--- config.mk ---
export PLATFORM = sky130hd
export DESIGN_NAME = counter_multimode_flat
export DESIGN_NICKNAME = d
export VERILOG_FILES = /design/src/rtl/counter_multimode_pkg.sv /design/src/rtl/counter_multimode_if.sv /design/src/rtl/counter_multimode.sv /design/src/flat_wrapper.sv
export SDC_FILE = /design/constraint.sdc
export NUM_CORES = 1
export LEC_CHECK = 0
export CORE_UTILIZATION = 34
export DETAILED_ROUTE_END_ITERATION = 8
export GPL_TIMING_DRIVEN = 1
export PLACE_DENSITY = 0.64
export SYNTH_ARGS = -nofsm -noshare
export SYNTH_HDL_FRONTEND = slang
export SYNTH_SLANG_ARGS = --single-unit
--- constraint.sdc ---
create_clock -name CLK -period 7.8 [get_ports CLK]
set_clock_uncertainty 0.2 [all_clocks]
set_input_delay 2.34 -clock CLK [delete_from_list [all_inputs] [get_ports CLK]]
set_output_delay 2.34 -clock CLK [all_outputs]
set_load 0.05 [all_outputs]
--- src/rtl/counter_multimode_pkg.sv ---
// rtl/counter_multimode_pkg.sv - mode and one-shot state encodings for counter_multimode
package counter_pkg;

  typedef enum logic [1:0] {
    MODE_UP_WRAP   = 2'd0,
    MODE_DOWN_WRAP = 2'd1,
    MODE_UP_SAT    = 2'd2,
    MODE_ONE_SHOT  = 2'd3
  } mode_e;

  typedef enum logic {
    IDLE = 1'b0,
    RUN  = 1'b1
  } state_e;

endpackage

--- src/rtl/counter_multimode_if.sv ---
// rtl/counter_multimode_if.sv - control and status bundle of counter_multimode
interface counter_multimode_if #(
  parameter int WIDTH = 8
);

  logic             EN;
  logic             LOAD;
  logic [WIDTH-1:0] VALUE;
  logic [1:0]       MODE;
  logic [WIDTH-1:0] TOP;
  logic [WIDTH-1:0] C;
  logic             TC;
  logic             RUNNING;

  modport master (
    output EN, LOAD, VALUE, MODE, TOP,
    input  C, TC, RUNNING
  );

  modport slave (
    input  EN, LOAD, VALUE, MODE, TOP,
    output C, TC, RUNNING
  );

endinterface

--- src/rtl/counter_multimode.sv ---
// rtl/counter_multimode.sv - four-mode counter with registered count, terminal pulse and one-shot
module counter_multimode
  import counter_pkg::*;
#(
  parameter int               WIDTH       = 8,
  parameter logic [WIDTH-1:0] RESET_VALUE = '0
) (
`ifdef USE_POWER_PINS
  inout wire                  vccd1,
  inout wire                  vssd1,
`endif
  input  logic                CLK,
  input  logic                RESET,
  counter_multimode_if.slave  bus
);

  localparam logic [WIDTH-1:0] ONE = WIDTH'(1);

  logic [WIDTH-1:0] c_q, c_d;
  logic             tc_q, tc_d;
  state_e           state_q, state_d;
  mode_e            mode;

  assign mode = mode_e'(bus.MODE);

  always_comb begin
    c_d     = c_q;
    tc_d    = 1'b0;
    state_d = state_q;
    // Leaving one-shot mode always abandons a pending one-shot run.
    if (mode != MODE_ONE_SHOT) begin
      state_d = IDLE;
    end
    if (bus.LOAD) begin
      c_d = bus.VALUE;
      if (mode == MODE_ONE_SHOT) begin
        state_d = (bus.VALUE != '0) ? RUN : IDLE;
      end
    end else if (bus.EN) begin
      case (mode)
        MODE_UP_WRAP: begin
          if (c_q >= bus.TOP) begin
            c_d  = '0;
            tc_d = 1'b1;
          end else begin
            c_d = c_q + ONE;
          end
        end
        MODE_DOWN_WRAP: begin
          if (c_q == '0) begin
            c_d  = bus.TOP;
            tc_d = 1'b1;
          end else begin
            c_d = c_q - ONE;
          end
        end
        MODE_UP_SAT: begin
          if (c_q < bus.TOP) begin
            c_d  = c_q + ONE;
            tc_d = ((c_q + ONE) == bus.TOP);
          end
        end
        MODE_ONE_SHOT: begin
          // A run sitting at zero cannot occur from a load; drop it quietly if it does.
          if (state_q == RUN) begin
            if (c_q <= ONE) begin
              c_d     = '0;
              tc_d    = (c_q == ONE);
              state_d = IDLE;
            end else begin
              c_d = c_q - ONE;
            end
          end
        end
        default: begin
          c_d = c_q;
        end
      endcase
    end
  end

  always_ff @(posedge CLK) begin
    if (RESET) begin
      c_q     <= RESET_VALUE;
      tc_q    <= 1'b0;
      state_q <= IDLE;
    end else begin
      c_q     <= c_d;
      tc_q    <= tc_d;
      state_q <= state_d;
    end
  end

  assign bus.C       = c_q;
  assign bus.TC      = tc_q;
  assign bus.RUNNING = (state_q == RUN);

endmodule

--- src/flat_wrapper.sv ---
// flat-port wrapper written by rule: the top's interface ports become plain ports
module counter_multimode_flat import counter_pkg::*;
#(
  parameter int               WIDTH       = 8,
  parameter logic [WIDTH-1:0] RESET_VALUE = '0
)
  (CLK, RESET, bus_EN, bus_LOAD, bus_VALUE, bus_MODE, bus_TOP, bus_C, bus_TC, bus_RUNNING);
  counter_multimode_if #(.WIDTH(WIDTH)) bus_i ();
  input  logic CLK;
  input  logic RESET;
  input wire logic [$bits(bus_i.EN)-1:0] bus_EN;
  input wire logic [$bits(bus_i.LOAD)-1:0] bus_LOAD;
  input wire logic [$bits(bus_i.VALUE)-1:0] bus_VALUE;
  input wire logic [$bits(bus_i.MODE)-1:0] bus_MODE;
  input wire logic [$bits(bus_i.TOP)-1:0] bus_TOP;
  output wire logic [$bits(bus_i.C)-1:0] bus_C;
  output wire logic [$bits(bus_i.TC)-1:0] bus_TC;
  output wire logic [$bits(bus_i.RUNNING)-1:0] bus_RUNNING;
  assign bus_i.EN = bus_EN;
  assign bus_i.LOAD = bus_LOAD;
  assign bus_i.VALUE = bus_VALUE;
  assign bus_i.MODE = bus_MODE;
  assign bus_i.TOP = bus_TOP;
  assign bus_C = bus_i.C;
  assign bus_TC = bus_i.TC;
  assign bus_RUNNING = bus_i.RUNNING;
  counter_multimode #(.WIDTH(WIDTH), .RESET_VALUE(RESET_VALUE)) u_core (.CLK(CLK), .RESET(RESET), .bus(bus_i));
endmodule
# Word-level counts from Yosys, hierarchy flattened
# Cells that the tools add are included.
[word_totals]
wordCells = 45
reg_bits = 10
[op_classes]
bitwise_logic = 1
muxes = 22
reduce_logical = 6
order_cmp = 3
add_sub_neg = 2
eq_ne = 8
[ops]
columns = ["op", "n"]
rows = [
  ["two-way mux 8 bit", 7],
  ["case mux 8 bit (4 select lines)", 1],
  ["two-way mux 1 bit", 13],
  ["adder 8 x 1 -> 8 bit, second input constant", 1],
  ["== test 8 x 1 -> 1 bit, second input constant", 1],
  ["== test 8 bit", 1],
  [">= comparator 8 bit", 1],
  ["<= comparator 8 x 1 -> 1 bit, second input constant", 1],
  ["zero test 8 bit", 1],
  ["< comparator 8 bit", 1],
  ["nonzero test 8 bit", 1],
  ["subtractor 8 x 1 -> 8 bit, second input constant", 1],
  ["!= test 3 x 2 -> 1 bit, second input constant", 2],
  ["== test 2 bit, second input constant", 2],
  ["case mux 1 bit (4 select lines)", 1],
  ["AND reduction 3 bit", 1],
  ["OR reduction 3 bit", 1],
  ["== test 2 x 1 -> 1 bit, second input constant", 1],
  ["zero test 2 bit", 1],
  ["!= test 2 bit, second input constant", 1],
  ["nonzero test 2 bit", 1],
  ["NOT 1 bit", 1],
]

# Longest topological paths before layout
# Gate-level depths: netlist (run 1).
[logic_depth]
ltp_word = 7
depth_mapped = 9
ltp_nobuf = 8

# Worst setup path after synthesis (run 1)
# No wires, ideal clock.
[synth_timing]
kind = "input -> register"
startpoint = "input port bus_TOP[3]"
endpoint = "register u_core.c_q[3], in the netlist u_core.bus.C[3]"
required_time_ns = 7.514
stages = 8
arrival_time_ns = 4.012
slack_ns = 3.502
path_cell_list = "inv_1 -> ha_1 -> a21o_1 -> a41o_1 -> o21a_1 -> o31a_1 -> or3_1 -> a221oi_2"
[synth_via]
elab_chain_cells = 5
word_cells_on_any_way = 9
[synth_rtl]
columns = ["element", "line", "rtl"]
rows = [
  ["start, declared", "flat_wrapper.sv:15", "input wire logic [$bits(bus_i.TOP)-1:0] bus_TOP;"],
  [">= comparator 8 bit", "counter_multimode.sv:42", "if (c_q >= bus.TOP) begin"],
  ["two-way mux 8 bit", "counter_multimode.sv:42", ""],
  ["case mux 8 bit (4 select lines)", "counter_multimode.sv:40", "case (mode)"],
  ["two-way mux 8 bit", "counter_multimode.sv:39", "end else if (bus.EN) begin"],
  ["two-way mux 8 bit", "counter_multimode.sv:34", "if (bus.LOAD) begin"],
  ["end signal, assigned", "counter_multimode.sv:84", "c_q <= RESET_VALUE;"],
  ["end signal, assigned", "counter_multimode.sv:88", "c_q <= c_d;"],
  ["end, declared", "counter_multimode.sv:19", "logic [WIDTH-1:0] c_q, c_d;"],
]
# Parallel ways exist; a longest one is shown, timed or not. The select of a mux whose other input is x is not followed.
# A chain may end at the register's enable or synchronous reset.

# Worst setup path after layout (run 1)
[layout_timing]
startpoint = "input port bus_TOP[5]"
endpoint = "register u_core.c_q[2], in the netlist u_core.bus.C[2]"
# The elaborated chain is that of the path after synthesis.

==> results.txt, run 1 <==
----------------------------------------------------
[Run status]
  Result of the run ... finished, final reports clean

[Die]
  Area of the die ... 4460 um^2
  Area inside the core boundary ... ~4000 um^2
  Vert. Die Dim ... ~67 um
  Number of placement rows ... 23
  Width of the chip ... approximately 67 um
  Effective utilization at floorplan ... 35.7%
  # IOs ... 32

[Clock network]
  # hold bufs at CTS ... 0
  Root buffer cell ... sky130_fd_sc_hd__clkbuf_8
  Total setup buffers inserted after CTS ... 0
  Clock tree from TritonCTS ... built
  Number of buffers on the longest clock path ... 2
  Clock Sinks ... 10
  H-tree depth ... 1
  TritonCTS buffer count ... 3
  Clock insertion delay at the later pin of the skew report ... around 0.24 ns
  Clock-pin slew on the worst setup and hold paths ... ~0.05 ns
  Resized cells post-CTS ... 0

[STA]
  Worst slew margin relative to its limit ... around half
  Highest attainable clock frequency ... between 200 and 250 MHz
  Final count of pins violating max slew ... 0
  Final critical-path share of the clock period ... between 60% and 70%
  RSZ-0062 raised after global routing ... no
  Min Clock Period, post-route ... 4.91 ns
  Final setup fails ... 0
  Final Hold Fails ... 0
  TNS Setup ... 0 ns
  Slew at the pin closest to its max-slew limit ... ~0.77 ns
  Hold Worst Slack ... 0.498 ns

[Placed design]
  Routability congestion estimate from global placement ... 0.855
  Half-perimeter wire length of the detailed placement result ... ~3200 um
  Port-buffer cells ... 31
  Post-placement cell count ... around 260
  Cell area after placement ... about 1700 um^2

[Global routing]
  Maximum number of pins on one net before global-route repair ... 22
  Antenna violations before repair ... 0
  Total global routing overflow ... 0
  First-pass GRT wire length ... about 6700 um
  Number of global-route vias before repair ... roughly 1400
  Total global-route track usage ... roughly a fifth

[Logic synthesis]
  Cell types occupying the most area after synthesis ... sky130_fd_sc_hd__dfxtp_1 14%, sky130_fd_sc_hd__ha_1 9.6%, sky130_fd_sc_hd__xnor2_1 5.5%
  Number of distinct standard cells referenced by the synthesized netlist ... 53
  Area share of the largest cell type after synthesis ... 14.0%
  Number of nets in the synthesized netlist ... about 230
  Sequential-to-total area share from yosys stat ... between 10% and 20%
  Number of flops mapped to enable cells by yosys ... 0
  Post-synthesis instance total ... around 190
  Average size of a mapped cell ... roughly 7.4 um^2
  Number of storage elements in the synthesis netlist ... 10
  Asr flop ratio synth ... 0%
  Most area-hungry cell type in the Yosys netlist ... sky130_fd_sc_hd__dfxtp_1
  Count of warnings emitted by yosys ... 0
  Syn Std Cell Area ... roughly 1400 um^2
  Most used DFF post-synth ... sky130_fd_sc_hd__dfxtp_1

[Finish]
  Antenna cell count ... 0
  Most common cell after layout, fill and taps aside ... sky130_fd_sc_hd__clkdlybuf4s50_1
  Finished Cell Area ... roughly 1800 um^2
  Fin cells ... between 200 and 300
  Commonest cells after routing, fill and taps aside ... 31 x sky130_fd_sc_hd__clkdlybuf4s50_1, 15 x sky130_fd_sc_hd__inv_1, 15 x sky130_fd_sc_hd__nand2_1, 13 x sky130_fd_sc_hd__o21ai_0, 13 x sky130_fd_sc_hd__nor2_1
  Share of cells above drive strength 1 ... 4.65%
  Final design utilization ... about 45%
  Nets@finish ... between 200 and 250
  Number of fill cells in the layout ... approximately 420
  Area overhead of the layout relative to synthesis ... 25.6%

[Power and ir drop]
  Leakage power total ... about 0.72 nW
  Peak supply drop ... 0.0905 mV
  Total power density per cell area ... about 130 nW/um^2

[Drt]
  First-pass iteration count of the detailed router ... 5
  WL per Instance ... 15.2 um
  Violation count after the first detailed-route iteration ... 66
  Routed WL ... approximately 4000 um
  Antenna Violating Nets Remaining ... 0
  Via density per instance ... about 5.9
  Total number of vias ... ~1600
  DRC ... 0

[Critical path]
  Class of the most critical setup path ... primary input to register
  Endpoint class of the critical path ... register
  Arrival time of the worst setup path ... just under 5 ns
  Critical path peak fanout ... 13
  Type of origin of the critical path ... primary input
  CP Data Required Time ... just under 8 ns

[Job]
  Maximum Capacitance Violations ... 0

[Hold path]
  Worst min path class ... register to register

----------------------------------------------------
## critical path: stages
cell	delay, ns
sky130_fd_sc_hd__clkdlybuf4s50_1	0.53
sky130_fd_sc_hd__inv_1	0.06
sky130_fd_sc_hd__ha_1	0.28
sky130_fd_sc_hd__a211oi_1	0.29
sky130_fd_sc_hd__o21bai_1	0.22
sky130_fd_sc_hd__o211ai_1	0.23
sky130_fd_sc_hd__and3_1	0.46
sky130_fd_sc_hd__nor3_1	0.09
sky130_fd_sc_hd__a2111oi_0	0.33
## synth_stat cells (2+ instances only)
cell and n:
sky130_fd_sc_hd__buf_2 5, sky130_fd_sc_hd__nand3_1 7, sky130_fd_sc_hd__clkbuf_1 7, sky130_fd_sc_hd__o211ai_1 3, sky130_fd_sc_hd__a221oi_1 2, sky130_fd_sc_hd__ha_1 11, sky130_fd_sc_hd__nor2_1 13, sky130_fd_sc_hd__o21bai_1 2
sky130_fd_sc_hd__or3_1 5, sky130_fd_sc_hd__o211a_1 3, sky130_fd_sc_hd__nor4_1 7, sky130_fd_sc_hd__a21o_1 2, sky130_fd_sc_hd__dfxtp_1 10, sky130_fd_sc_hd__xnor2_1 9, sky130_fd_sc_hd__o21ai_0 13, sky130_fd_sc_hd__a21oi_1 9
sky130_fd_sc_hd__nand2_1 15, sky130_fd_sc_hd__inv_1 15, sky130_fd_sc_hd__nor3b_1 2, sky130_fd_sc_hd__xor2_1 4, sky130_fd_sc_hd__nor2b_1 6, sky130_fd_sc_hd__mux2_2 2, sky130_fd_sc_hd__and3_1 2, sky130_fd_sc_hd__o31ai_1 2
sky130_fd_sc_hd__a211oi_1 2, sky130_fd_sc_hd__nor3_1 4, sky130_fd_sc_hd__nand2b_1 3, sky130_fd_sc_hd__mux2i_1 2, sky130_fd_sc_hd__o2111a_1 2
## report_power, final
| group | internal [W] | switching, W |
|---|---|---|
| combinational | 0.0000485 | 0.0000610 |
| sequential | 0.0000550 | 0.0000122 |
| clock | 0.0000444 | 0.0000208 |
## final timing paths
| path | from | endpoint | slack, ns | cells after the start |
|---|---|---|---|---|
| worst max-delay path | bus_TOP[5] | u_core.bus.C[2]$_SDFFE_PP0P_ | 2.89 | 9 |
| worst min-delay path | u_core.bus.RUNNING$_SDFF_PP0_ | u_core.bus.RUNNING$_SDFF_PP0_ | 0.50 | 4 |
| worst min register to register | u_core.bus.RUNNING$_SDFF_PP0_ | u_core.bus.RUNNING$_SDFF_PP0_ | 0.50 | 4 |
| worst max register to register | u_core.bus.C[5]$_SDFFE_PP0P_ | u_core.bus.C[2]$_SDFFE_PP0P_ | 4.94 | 7 |
## routing by layer
| metal | GRT usage [%] | part of all wire (%) |
|---|---|---|
| met5 | 0 | 0 |
| met4 | 4.52 | 1.0 |
| met3 | 1.37 | 5.0 |
| met2 | 31.7 | 47 |
| met1 | 27.7 | 47 |
## kinds of logic after synthesis
kind of cell / count (synthesis) / synth area share, %
AO/OA/AOI/OAI: 58 / 31.6
multiplexers: 4 / 2.98
buffers and inverters: 28 / 8.33
flip-flops: 10 / 14.0
adder cells (fa/ha/maj): 11 / 9.65
XOR/XNOR: 13 / 7.98
AND/OR/NAND/NOR: 69 / 25.4
## final cells by class
cell class	instances	area, um^2	share of cell area [%]
multi-input cells	155	1110	61.8
repair buffers	31	310	17.3
flip-flops and latches	10	200	11.2
well taps	50	62.6	3.49
inverters	15	56.3	3.14
clock buffers	4	55.1	3.07
## state kept, by name, indices dropped and copies added, names as in the netlist
signal / cells
u_core.bus.RUNNING: 1
u_core.bus.C: 8
u_core.bus.TC: 1
## stage by stage
stage,setup WS [ns],power [W]
floorplan,3.50,0.000142
global placement,2.73,0.000177
detailed placement,2.67,0.000177
CTS,2.92,0.000243
global route,2.66,0.000256
finish,2.89,0.000242
Note: power is estimated with default switching activity, not from simulation.
==> run 2, diff against run 1 <==
- clock period: 7.8 -> 5.05 ns (I/O delays scaled with it)
==> run 2 against run 1 <==
Utilization shrank 0.16 points. Sequential share of layout area is essentially flat. Global-route usage grew 0.73 points. Cell count is the same. Combinational power grew 61%. Count of clock-buffer cells in the layout shrank 1. Clock power grew 23%. Sequential cell count is the same. First-iteration DRC count grew 26%. Critical endpoint unchanged. Worst hold slack gained 0.015 ns. Largest power group unchanged. Wire length grew 5.7%.
==> results.txt, run 2 (synthesis results as in run 1) <==
----------------------------------------------------
[Run status]
  Result of the run ... finished, final reports clean (unchanged)

[Power and ir drop]
  Leakage power total ... 0.713 nW (was 0.715 nW)
  Total design power ... 0.000357 W (was 0.000242 W)
  Share of power burned in the clock network ... 22.5% (was 26.9%)
  Net switching share of the total power ... 40.3% (was 38.8%)
  Power share of the combinational group ... 49.1% (was 45.3%)
  Total internal power ... 0.000213 W (was 0.000148 W)
  Switching Power ... 0.000144 W (was 0.0000939 W)
  Share of total power in sequential cells ... 28.4% (was 27.8%)
  Total power density per cell area ... 200 nW/um^2 (was 135 nW/um^2)
  Peak supply drop ... 0.143 mV (was 0.0905 mV)

[Finish]
  Nets@finish ... 250 (was 249)
  Area overhead of the layout relative to synthesis ... 25.2% (was 25.6%)
  Number of fill cells in the layout ... 413 (was 423)
  Commonest cells after routing, fill and taps aside ... 31 x sky130_fd_sc_hd__clkdlybuf4s50_1, 15 x sky130_fd_sc_hd__inv_1, 15 x sky130_fd_sc_hd__nand2_1, 13 x sky130_fd_sc_hd__o21ai_0, 13 x sky130_fd_sc_hd__nor2_1 (unchanged)
  Most common cell after layout, fill and taps aside ... sky130_fd_sc_hd__clkdlybuf4s50_1 (unchanged)
  Antenna cell count ... 0 (unchanged)
  Share of cells above drive strength 1 ... 4.65% (unchanged)
  Final design utilization ... 44.6% (was 44.8%)
  Fin cells ... 265 (unchanged)
  Largest register FFs ... 8 (unchanged)

[Drt]
  First-pass iteration count of the detailed router ... 4 (was 5)
  Via density per instance ... 5.73 (was 5.87)
  DRC ... 0 (unchanged)
  Routed WL ... 4250 um (was 4030 um)
  WL per Instance ... 16.1 um (was 15.2 um)
  Antenna Violating Nets Remaining ... 0 (unchanged)
  Violation count after the first detailed-route iteration ... 83 (was 66)
  Total number of vias ... 1518 (was 1555)

[Clock network]
  Total setup buffers inserted after CTS ... 0 (unchanged)
  TritonCTS buffer count ... 3 (unchanged)
  Clock-pin slew on the worst setup and hold paths ... 0.05 ns (about the same)
  H-tree depth ... 1 (unchanged)
  Resized cells post-CTS ... 0 (unchanged)
  Clock Sinks ... 10 (unchanged)
  Clock tree from TritonCTS ... built (unchanged)
  # hold bufs at CTS ... 0 (unchanged)
  Root buffer cell ... sky130_fd_sc_hd__clkbuf_8 (unchanged)
  Clock insertion delay at the later pin of the skew report ... 0.23 ns (was 0.24 ns)
  Number of buffers on the longest clock path ... 2 (unchanged)

[Critical path]
  Type of origin of the critical path ... primary input (unchanged)
  Cell count of the worst reg-to-reg path ... 7 (unchanged)
  Arrival time of the worst setup path ... 4.06 ns (was 4.83 ns)
  Endpoint class of the critical path ... register (unchanged)
  CP Data Required Time ... 4.95 ns (was 7.72 ns)
  Critical path peak fanout ... 13 (unchanged)
  Class of the most critical setup path ... primary input to register (unchanged)

[STA]
  TNS Setup ... 0 ns (unchanged)
  Hold Worst Slack ... 0.513 ns (was 0.498 ns)
  Final critical-path share of the clock period ... 82.3%
  Worst slew margin relative to its limit ... 46.2% (was 48.7%)
  RSZ-0062 raised after global routing ... no (unchanged)
  Final setup fails ... 0 (unchanged)
  Final count of pins violating max slew ... 0 (unchanged)
  Final Hold Fails ... 0 (unchanged)
  Slew at the pin closest to its max-slew limit ... 0.804 ns (was 0.767 ns)
  Min Clock Period, post-route ... approximately 4.2 ns
  Highest attainable clock frequency ... 241 MHz

[Die]
  Number of placement rows ... 23 (unchanged)
  Effective utilization at floorplan ... 35.7% (unchanged)
  Area inside the core boundary ... 4000 um^2 (unchanged)
  Width of the chip ... 66.8 um (unchanged)
  Area of the die ... 4460 um^2 (unchanged)
  # IOs ... 32 (unchanged)
  Vert. Die Dim ... 66.8 um (unchanged)

[Placed design]
  Port-buffer cells ... 31 (unchanged)
  Post-placement cell count ... 262 (was 261)
  Routability congestion estimate from global placement ... 0.860 (was 0.855)
  Half-perimeter wire length of the detailed placement result ... 3250 um (was 3160 um)

[Global routing]
  Maximum number of pins on one net before global-route repair ... 22 (unchanged)
  Number of global-route vias before repair ... 1433 (was 1420)
  Antenna violations before repair ... 0 (unchanged)
  First-pass GRT wire length ... 6920 um (was 6670 um)
  Total global routing overflow ... 0 (unchanged)
  Total global-route track usage ... 20.3% (was 19.5%)

[Hold path]
  Worst min path class ... register to register (unchanged)
  Hold path cells ... 4 (unchanged)

[Job]
  Maximum Capacitance Violations ... 0 (unchanged)

----------------------------------------------------
## run 2: layer usage
| metal | vias to the layer above | track usage (%) | share of wire [%] |
|---|---|---|---|
| met1 | 693 | 28.3 | 47 |
| met2 | 54 | 31.6 | 46 |
| li1 | 763 | - | - |
| met5 | - | 0 | 0 |
| met3 | 8 | 2.74 | 4.8 |
| met4 | 0 | 6.65 | 1.8 |
## run 2: final cells by class
type | instances | area, um^2 | share of cell area (%)
Multi-Input combinational cell | 155 | 1110 | 62.0
Tap cell | 50 | 62.6 | 3.50
Inverter | 15 | 56.3 | 3.15
Clock buffer | 3 | 41.3 | 2.31
Timing Repair Buffer | 32 | 318 | 17.8
Sequential cell | 10 | 200 | 11.2
## run 2: power by group through the flow
stage               sequential, W  combinational [W]   clock, W
floorplan                0.000114           0.000106          0
detailed placement       0.000102           0.000173          0
global route             0.000103           0.000190  0.0000859
global placement         0.000102           0.000173          0
CTS                      0.000101           0.000174  0.0000820
finish                   0.000101           0.000175  0.0000804
## run 2: worst max-delay path, cell delays in order
cell and delay (ns):
sky130_fd_sc_hd__clkdlybuf4s50_1 0.53, sky130_fd_sc_hd__inv_1 0.06, sky130_fd_sc_hd__ha_1 0.28, sky130_fd_sc_hd__a211oi_1 0.28, sky130_fd_sc_hd__o21bai_1 0.23, sky130_fd_sc_hd__o211ai_1 0.23
sky130_fd_sc_hd__and3_1 0.46, sky130_fd_sc_hd__nor3_1 0.08, sky130_fd_sc_hd__a2111oi_0 0.38
## run 2: worst paths after layout
| check | start | endpoint | slack [ns] |
|---|---|---|---|
| setup / recovery | bus_TOP[5] | u_core.bus.C[2]$_SDFFE_PP0P_ | 0.89 |
| setup reg to reg | u_core.bus.C[5]$_SDFFE_PP0P_ | u_core.bus.C[2]$_SDFFE_PP0P_ | 2.13 |
| hold / removal | u_core.bus.RUNNING$_SDFF_PP0_ | u_core.bus.RUNNING$_SDFF_PP0_ | 0.51 |
| hold reg to reg | u_core.bus.RUNNING$_SDFF_PP0_ | u_core.bus.RUNNING$_SDFF_PP0_ | 0.51 |
## run 2: metrics by stage
step | setup WS (ns) | area (um^2)
floorplan | 1.58 | 1430
global placement | 0.808 | 1740
detailed placement | 0.645 | 1740
CTS | 0.895 | 1790
global route | 0.633 | 1790
finish | 0.893 | 1790
